<file path="src/rtl/sr_pkg.sv">
// Shared op codes, FSM encodings and the op-to-drive decode for the sr bank arbiter.
package sr_pkg;

  localparam logic [1:0] SR_NOP = 2'b00;
  localparam logic [1:0] SR_SET = 2'b01;
  localparam logic [1:0] SR_CLR = 2'b10;
  localparam logic [1:0] SR_TGL = 2'b11;

  localparam logic [1:0] ST_IDLE   = 2'd0;
  localparam logic [1:0] ST_DRIVE  = 2'd1;
  localparam logic [1:0] ST_SETTLE = 2'd2;

  typedef struct packed {
    logic s;
    logic r;
  } drv_t;

  // s and r are mutually exclusive by construction; TOGGLE inverts the sampled q.
  function automatic drv_t op_decode(input logic [1:0] op, input logic q);
    drv_t d;
    d = '0;
    case (op)
      SR_SET:  d.s = 1'b1;
      SR_CLR:  d.r = 1'b1;
      SR_TGL:  begin
        d.s = ~q;
        d.r = q;
      end
      default: d = '0;
    endcase
    return d;
  endfunction

endpackage

</file>
<file path="src/rtl/rr_arb2.sv">
// Two-way round-robin arbiter; the pointer moves past whoever was last granted.
module rr_arb2 (
  input  logic       clk,
  input  logic       rst_n,
  input  logic [1:0] req,
  input  logic       advance,
  output logic [1:0] gnt
);

  logic r_prio;  // 0: req0 wins a tie, 1: req1 wins a tie

  always_comb begin
    gnt = req;
    if (req == 2'b11) gnt = r_prio ? 2'b10 : 2'b01;
  end

  always_ff @(posedge clk or negedge rst_n) begin
    if (!rst_n)                r_prio <= 1'b0;
    else if (advance && |gnt)  r_prio <= gnt[0];
  end

endmodule

</file>
<file path="src/rtl/sr_bank_arb.sv">
// Serialises SET/CLR/TOGGLE requests from two masters onto a bank of sr flops:
// one drive cycle, one quiet settle cycle with ack, then back to idle.
module sr_bank_arb
  import sr_pkg::*;
#(
  parameter  int IDXW = 3,
  localparam int N    = 1 << IDXW
) (
  input  logic            clk,
  input  logic            rst_n,
  input  logic            req0,
  input  logic            req1,
  input  logic [1:0]      op0,
  input  logic [1:0]      op1,
  input  logic [IDXW-1:0] idx0,
  input  logic [IDXW-1:0] idx1,
  output logic            ack0,
  output logic            ack1,
  input  logic [N-1:0]    q_vec,
  output logic [N-1:0]    s_vec,
  output logic [N-1:0]    r_vec,
  output logic            busy
);

  logic [1:0]      r_state;
  logic [1:0]      r_gnt;
  logic [N-1:0]    r_s;
  logic [N-1:0]    r_r;
  logic            r_ack0;
  logic            r_ack1;
  logic            r_busy;

  logic            w_any;
  logic            w_advance;
  logic [1:0]      w_gnt;
  logic [1:0]      w_op;
  logic [IDXW-1:0] w_idx;
  logic [N-1:0]    w_onehot;
  drv_t            w_drv;

  assign w_any     = req0 | req1;
  assign w_advance = (r_state == ST_IDLE) && w_any;

  rr_arb2 u_arb (
    .clk     (clk),
    .rst_n   (rst_n),
    .req     ({req1, req0}),
    .advance (w_advance),
    .gnt     (w_gnt)
  );

  // Mux the winner's op/idx and decode against q as sampled at the grant edge.
  assign w_op     = w_gnt[1] ? op1  : op0;
  assign w_idx    = w_gnt[1] ? idx1 : idx0;
  assign w_onehot = {{(N-1){1'b0}}, 1'b1} << w_idx;
  assign w_drv    = op_decode(w_op, q_vec[w_idx]);

  always_ff @(posedge clk or negedge rst_n) begin
    if (!rst_n) begin
      r_state <= ST_IDLE;
      r_gnt   <= '0;
      r_s     <= '0;
      r_r     <= '0;
      r_ack0  <= 1'b0;
      r_ack1  <= 1'b0;
      r_busy  <= 1'b0;
    end else begin
      case (r_state)
        ST_IDLE: begin
          if (w_any) begin
            r_gnt   <= w_gnt;
            r_s     <= w_drv.s ? w_onehot : '0;
            r_r     <= w_drv.r ? w_onehot : '0;
            r_busy  <= 1'b1;
            r_state <= ST_DRIVE;
          end
        end
        ST_DRIVE: begin
          r_s     <= '0;
          r_r     <= '0;
          r_ack0  <= r_gnt[0];
          r_ack1  <= r_gnt[1];
          r_state <= ST_SETTLE;
        end
        ST_SETTLE: begin
          r_ack0  <= 1'b0;
          r_ack1  <= 1'b0;
          r_busy  <= 1'b0;
          r_state <= ST_IDLE;
        end
        default: begin
          r_s     <= '0;
          r_r     <= '0;
          r_ack0  <= 1'b0;
          r_ack1  <= 1'b0;
          r_busy  <= 1'b0;
          r_state <= ST_IDLE;
        end
      endcase
    end
  end

  assign s_vec = r_s;
  assign r_vec = r_r;
  assign ack0  = r_ack0;
  assign ack1  = r_ack1;
  assign busy  = r_busy;

endmodule

</file>
<file path="config.mk">
export PLATFORM = sky130hd
export DESIGN_NAME = sr_bank_arb
export DESIGN_NICKNAME = d
export VERILOG_FILES = /design/src/rtl/sr_pkg.sv /design/src/rtl/rr_arb2.sv /design/src/rtl/sr_bank_arb.sv
export SDC_FILE = /design/constraint.sdc
export NUM_CORES = 1
export LEC_CHECK = 0
export ABC_AREA = 1
export CAP_MARGIN = 5
export CORE_MARGIN = 1.5
export CORE_UTILIZATION = 42
export CTS_BUF_LIST = sky130_fd_sc_hd__clkbuf_4
export CTS_CLUSTER_DIAMETER = 100
export CTS_CLUSTER_SIZE = 10
export DETAILED_ROUTE_END_ITERATION = 12
export PLACE_DENSITY = 0.77
export SYNTH_ARGS = -nofsm -noshare
export SYNTH_HDL_FRONTEND = slang
export SYNTH_HIERARCHICAL = 1
export SYNTH_SLANG_ARGS = --single-unit
</file>
<file path="constraint.sdc">
create_clock -name clk -period 1.6 [get_ports clk]
set_clock_uncertainty 0.15 [all_clocks]
set_input_delay 0.32 -clock clk [delete_from_list [all_inputs] [get_ports clk]]
set_output_delay 0.32 -clock clk [all_outputs]
set_load 0.1 [all_outputs]
</file>
==> results of run 1 <==
==> final timing paths <==
path                               from            to  slack [ns]  cells after the start
setup / recovery           u_arb/r_prio      s_vec[6]       -0.21                     12
hold / removal                    rst_n      s_vec[6]        0.19                      2
setup reg to reg           u_arb/r_prio      s_vec[6]       -0.21                     12
hold reg to reg                r_gnt[0]      r_gnt[0]        0.40                      2
max in group asynchronous         rst_n  u_arb/r_prio        0.87                      2
min in group clk                   req1  u_arb/r_prio        0.33                      5
==> final cells by class <==
cell class | instances | area (um^2)
Timing Repair Buffer | 58 | 743
Tap cell | 31 | 38.8
Fill cell | 192 | 588
Multi-Input combinational cell | 121 | 686
Inverter | 18 | 72.6
Clock buffer | 3 | 22.5
Clock inverter | 1 | 30.0
Sequential cell | 24 | 601
==> power groups by stage <==
stage / logic [uW] / registers (uW) / clock network, uW
global route: 1710 / 841 / 483
CTS: 1590 / 829 / 457
global placement: 1460 / 831 / 0
floorplan: 455 / 1250 / 0
detailed placement: 1500 / 838 / 0
finish: 1610 / 828 / 457
==> synth_stat cells <==
master    number
o21ai_2        2
nor2_4         1
nand3_2        3
nand3_1       21
inv_2          2
nand3b_1       3
nand2_1       66
nand2_4        1
buf_4          1
inv_1         16
or2_1          1
a21boi_0       1
nor2_2         2
dfrtp_1       24
nor2_1        11
o21ai_0        5
clkbuf_1       1
nand2_2        3
a21boi_1       1
==> sequential cells by signal, summed over array words and instances (netlist names) <==
register / flops
ack1: 1
r_state: 2
u_arb/r_prio: 1
s_vec: 8
ack0: 1
busy: 1
r_gnt: 2
r_vec: 8
==> worst reg2reg max path, delay by kind of cell, from the launching register on <==
kind | cells | cell delay (ns)
compound gates | 2 | 0.20
flops | 1 | 0.39
simple gates | 6 | 0.69
buf+inv | 4 | 0.34
==> cell families (layout without fill, tap and decap cells) <==
| logic type | after synthesis | in the layout |
|---|---|---|
| buf+inv | 20 | 80 |
| simple gates | 112 | 112 |
| flops | 24 | 24 |
| compound gates | 9 | 9 |
==> metal layers <==
metal | track usage, % | vias up | wire length (um)
met3 | 2.95 | 11 | 137
met5 | 0 | - | 0
li1 | - | 633 | -
met1 | 26.4 | 616 | 1440
met2 | 44.8 | 41 | 2000
met4 | 10.3 | 0 | 95
==> metrics by stage <==
step                      hold slack [ns]  setup WS [ns]  TNS [ns]
final                               0.191         -0.212     -3.09
after global routing                0.215         -0.295     -4.43
after CTS                           0.212         -0.203     -2.92
after detailed placement            0.381         -0.680    -10.73
after global placement              0.374         -0.619     -9.64
after floorplan                    -0.126        -0.0760     -1.04
==> repair_timing <==
action,4_1_cts,5_1_grt
pin swaps,4,3
setup endpoints to repair,16,16
buffers inserted,2,0
hold buffers,0,0
endpoints found under the hold margin,0,0
resized for setup,27,5
==> results.toml, run 1 <==
[floorplanning]
std_cell_rows = 19
die_area_um2 = 3300
ios = 41
core_area_um2 = 2780
die_x_um = 57.4
start_util_pct = 44.7
die_y_um = 57.4

[pwr]
power_density_nw_per_um2 = 1320
p_int_uw = 1580
switchingPower_uw = 1320
switching_share_pct = 45.5
clkPwrFrac_pct = 15.8
power.leakage_uw = 0.00109
p_seq_share_pct = 28.6
total_power_uw = 2900
pwr-share-comb_pct = 55.7
peakVddDrop_mv = 1.43

[route]
vias = 1301
ant_nets = 0
drtIter0Drc = 55
detail_route.wl_per_cell_um = 14.4
viasPerCell = 5.08
first_pass_iters = 4
postRouteWirelength_mm = 3.68
drc_errors = 0

[critical_path]
path_buf_inv = 4
required_ns = 1.72
worstPathMaxFanout = 8
crit_family = "simple AND/OR/NAND/NOR gates"
path_class = "flip-flop to flip-flop"
crit_slowest_cell = "dfrtp_1"
crit_path_end_kind = "flip-flop"
start_kind = "flip-flop"
path_cells = "inv_2, a21boi_2, buf_6, inv_6, or2_4, o21ai_4, inv_2, nand3_4, nand2_2, nand2_4, nand3_2, nand2_2"
max_stage_delay_ns = 0.39
cp.arrival_ns = 1.94

[synth]
synth_top_family_by_area = "simple AND/OR/NAND/NOR gates"
ys_warn_count = 6
synthSimpleGateAreaFrac_pct = 40.7
synth.avg_cell_area_um2 = 7.54
yosys.cell_types.count = 19
synth-seq-area-share_pct = 48.3
ys_ff_latch = 24
synth_nets = 187
synth_top_area_share_pct = 48.3
synth-compound-area-share_pct = 4.63
yosys-mux-area-fraction_pct = 0
synth_xor_area_share_pct = 0
synth_top_cells_by_area = "dfrtp_1 48%, nand2_1 20%, nand3_1 8.5%"
synth_top_cell_by_area = "dfrtp_1"
synth-adder-area-share_pct = 0
netlist_instances = 165
syn-cell-area_um2 = 1240

[sta]
relSlewSlack_pct = 79.6
layout_setup_ws_ns = -0.212
max_freq_ghz = 0.552
worst_slew_pin_slew_ns = 0.305
hold_violations = 0
final_max_slew_viol_count = 0
period_share_pct = 113
setup_violations = 16
post-route-min-period_ns = 1.81
rsz0062_at_grt = "yes"

[layout]
area_growth_pct = 76.4
layout_commonest_cell = "nand2_1"
layoutNonFillerInstCount = 256
final_util_pct = 78.9
final_cell_mix = "62 x nand2_1, 24 x dfrtp_1, 20 x buf_12"
fin_nets = 248
design_area_um2 = 2190
num_antenna_cells = 0
drive_above_1_share_pct = 35.6

[clocking]
clockBufferDepth = 2
numCtsBuffers = 3
clk_pin_slew_worst_paths_ns = 0.14
cts-htree-levels = 1
cts_root_buffer = "clkbuf_4"
insertion_delay_ns = 0.32
cts_tree = "yes"
clock_sinks = 24

[placement]
dpl.hpwl_mm = 2.69
place_area_um2 = 2010
place.gp.congestion = 0.845
port_buffers = 40
dpl.cell_count = 250

[grt]
grt_start_max_net_pins = 25
grt_pass1_wl_mm = 6.10
grt.total_usage_pct = 23.8
antenna_found_initial = 0
grt_pass1_vias = 1373
overflow = 0

[min_path]
hold_path_class = "input port to asynchronous set/reset pin"

[status]
failed_checks = "setup timing"
status = "complete, but fails checks"

[run]
cap_violations = 0
(Power assumes the default switching activity.)
==> inputs of run 2 (changes only) <==
Settings changed: PLACE_DENSITY 0.77 to 0.78, SYNTH_HIERARCHICAL 1 to not set.
==> results.toml, run 2 <==
[sta]
setup_violations = 16
relSlewSlack_pct = 79.8
final_max_slew_viol_count = 0
tns_ns = -1.15
rsz0062_at_grt = "yes"
hold_violations = 0
post-route-min-period_ns = 1.71
layout_setup_ws_ns = -0.113
max_freq_ghz = 0.584
worst_slew_pin_slew_ns = 0.303
period_share_pct = 107
fin_hold_ws_ns = 0.177

[floorplanning]
die_x_um = 56.9
start_util_pct = 44.2
ios = 41
die_y_um = 56.9
core_area_um2 = 2760
die_area_um2 = 3240
std_cell_rows = 19

[synth]
synth_top_cell_by_area = "dfrtp_1"
synth-seq-area-share_pct = 49.2
netlist_instances = 165
yosysMostFrequentCell = "nand2_1"
synth_nets = 187
ys_warn_count = 0
ys_ff_latch = 24
synth_top_cells_by_area = "dfrtp_1 49%, nand2_1 22%, inv_1 6.8%"
synth-main-ff-cell = "dfrtp_1"
synth_edf_count = 0
synth_common_cells = "72 x nand2_1, 24 x dfrtp_1, 22 x inv_1"
synth_top_area_share_pct = 49.2
syn-cell-area_um2 = 1220
yosys.cell_types.count = 17
synth.avg_cell_area_um2 = 7.39
async_flop_share_pct = 100

[placement]
port_buffers = 40
place.gp.congestion = 0.821
dpl.hpwl_mm = 2.38

[pwr]
clkPwrFrac_pct = 10.3
pwr-share-comb_pct = 58.8
switching_share_pct = 47.8
peakVddDrop_mv = 1.52
power_density_nw_per_um2 = 1330
switchingPower_uw = 1300
total_power_uw = 2720
power.leakage_uw = 0.00108
p_seq_share_pct = 30.9
p_int_uw = 1420

[critical_path]
path_cells = "inv_2, nand2_4, nand2_8, nand2_1, o21ai_1, buf_4, nand2_1, nor2_2, nand3_1, nand2_1"
worstPathMaxFanout = 8
start_kind = "flip-flop"
crit_slowest_cell = "dfrtp_1"
crit_family = "simple AND/OR/NAND/NOR gates"
max_stage_delay_ns = 0.39
required_ns = 1.73
path_buf_inv = 2
cp.arrival_ns = 1.85
crit_top_cell = "nand2_1"
crit_path_end_kind = "flip-flop"
path_class = "flip-flop to flip-flop"

[clocking]
clk_pin_slew_worst_paths_ns = 0.13
cts-htree-levels = 1
insertion_delay_ns = 0.32
clock_sinks = 24
cts_tree = "yes"
cts_root_buffer = "clkbuf_4"
hold_buffers = 0
numCtsBuffers = 3
clockBufferDepth = 2

[grt]
antenna_found_initial = 0
overflow = 0
grt_start_max_net_pins = 25
grt_pass1_wl_mm = 4.93
grt.total_usage_pct = 19.6
grt_pass1_vias = 1188

[route]
vias = 1242
viasPerCell = 4.91
first_pass_iters = 4
drtIter0Drc = 38
drc_errors = 0
ant_nets = 0
postRouteWirelength_mm = 3.09
detail_route.wl_per_cell_um = 12.2

[layout]
drive_above_1_share_pct = 27.5
layout_commonest_cell = "nand2_1"
num_antenna_cells = 0
final_cell_mix = "67 x nand2_1, 24 x dfrtp_1, 22 x inv_1"
fin_nets = 245
area_growth_pct = 68.2
final_util_pct = 74.4

[run]
cap_violations = 0

[status]
status = "complete, but fails checks"
failed_checks = "setup timing"

[min_path]
hold_path_class = "input port to asynchronous set/reset pin"
run 2: cell types whose count changed after synthesis, moves of 2 or more:
cell      change
nand3_1       -6
nand3_2       -3
nand2_2       +2
nor2_2        -2
inv_1         +6
nand2_1       +6
nand3b_1      -2
run 2: worst reg2reg max path, delay by kind of cell, from the launching register on:
kind / cells / cell delay, ns
and+or+nand+nor: 7 / 0.77
DFF: 1 / 0.39
buffers and inverters: 2 / 0.24
AOI/OAI and AO/OA: 1 / 0.13
run 2: kinds of logic after synthesis:
kind of cell | synth area share, %
AOI/OAI and AO/OA | 4.62
buffers and inverters | 7.79
DFF | 49.2
and+or+nand+nor | 38.4
run 2: metrics by stage:
| step | worst slack (ns) | cells | instance area (um^2) |
|---|---|---|---|
| 6_report | -0.113 | 253 | 2050 |
| 5_1_grt | -0.224 | 253 | 2050 |
| 4_1_cts | -0.0841 | 252 | 2020 |
| 3_5_place_dp | -0.552 | 247 | 1950 |
| 3_3_place_gp | -0.456 | 247 | 1950 |
| 2_1_floorplan | 0.0376 | 165 | 1220 |
run 2: worst paths after layout:
| kind | from | to | slack [ns] | cells past startpoint |
|---|---|---|---|---|
| hold / removal | rst_n | r_vec[6] | 0.18 | 2 |
| setup reg to reg | u_arb.r_prio | s_vec[5] | -0.11 | 10 |
| max in group asynchronous | rst_n | r_state[0] | 0.88 | 2 |
| min in group clk | r_gnt[1] | r_gnt[1] | 0.39 | 2 |
| setup / recovery | u_arb.r_prio | s_vec[5] | -0.11 | 10 |
| hold reg to reg | r_gnt[1] | r_gnt[1] | 0.39 | 2 |
run 2: power by group through the flow:
stage / logic (uW) / registers, uW / clock network, uW
after detailed placement: 1510 / 854 / 0
final: 1600 / 841 / 281
after global placement: 1480 / 846 / 0
after CTS: 1570 / 842 / 275
after global routing: 1690 / 856 / 305
after floorplan: 450 / 1290 / 0
run 2: routing by layer:
metal  vias to the layer above  GRT usage, %  wire (um)
li1                        620             -          -
met1                       577          23.8       1230
met2                        40          34.3       1650
met3                         5          2.07        143
met4                         0          9.63         62
met5                         -             0          0
run 2: cell type report:
cell class                      count  area [um^2]
Tap cell                           31         38.8
Clock inverter                      1         3.75
Multi-Input combinational cell    117          598
Clock buffer                        3         22.5
Fill cell                         213          706
Timing Repair Buffer               53          698
Inverter                           24         90.1
Sequential cell                    24          601
run 2: timing repair:
action / 4_1_cts / 5_1_grt
gates resized for setup: 11 / 7
gates cloned: 1 / 0
buffers inserted: 0 / 1
setup endpoints to repair: 16 / 16
pin swaps: 6 / 4
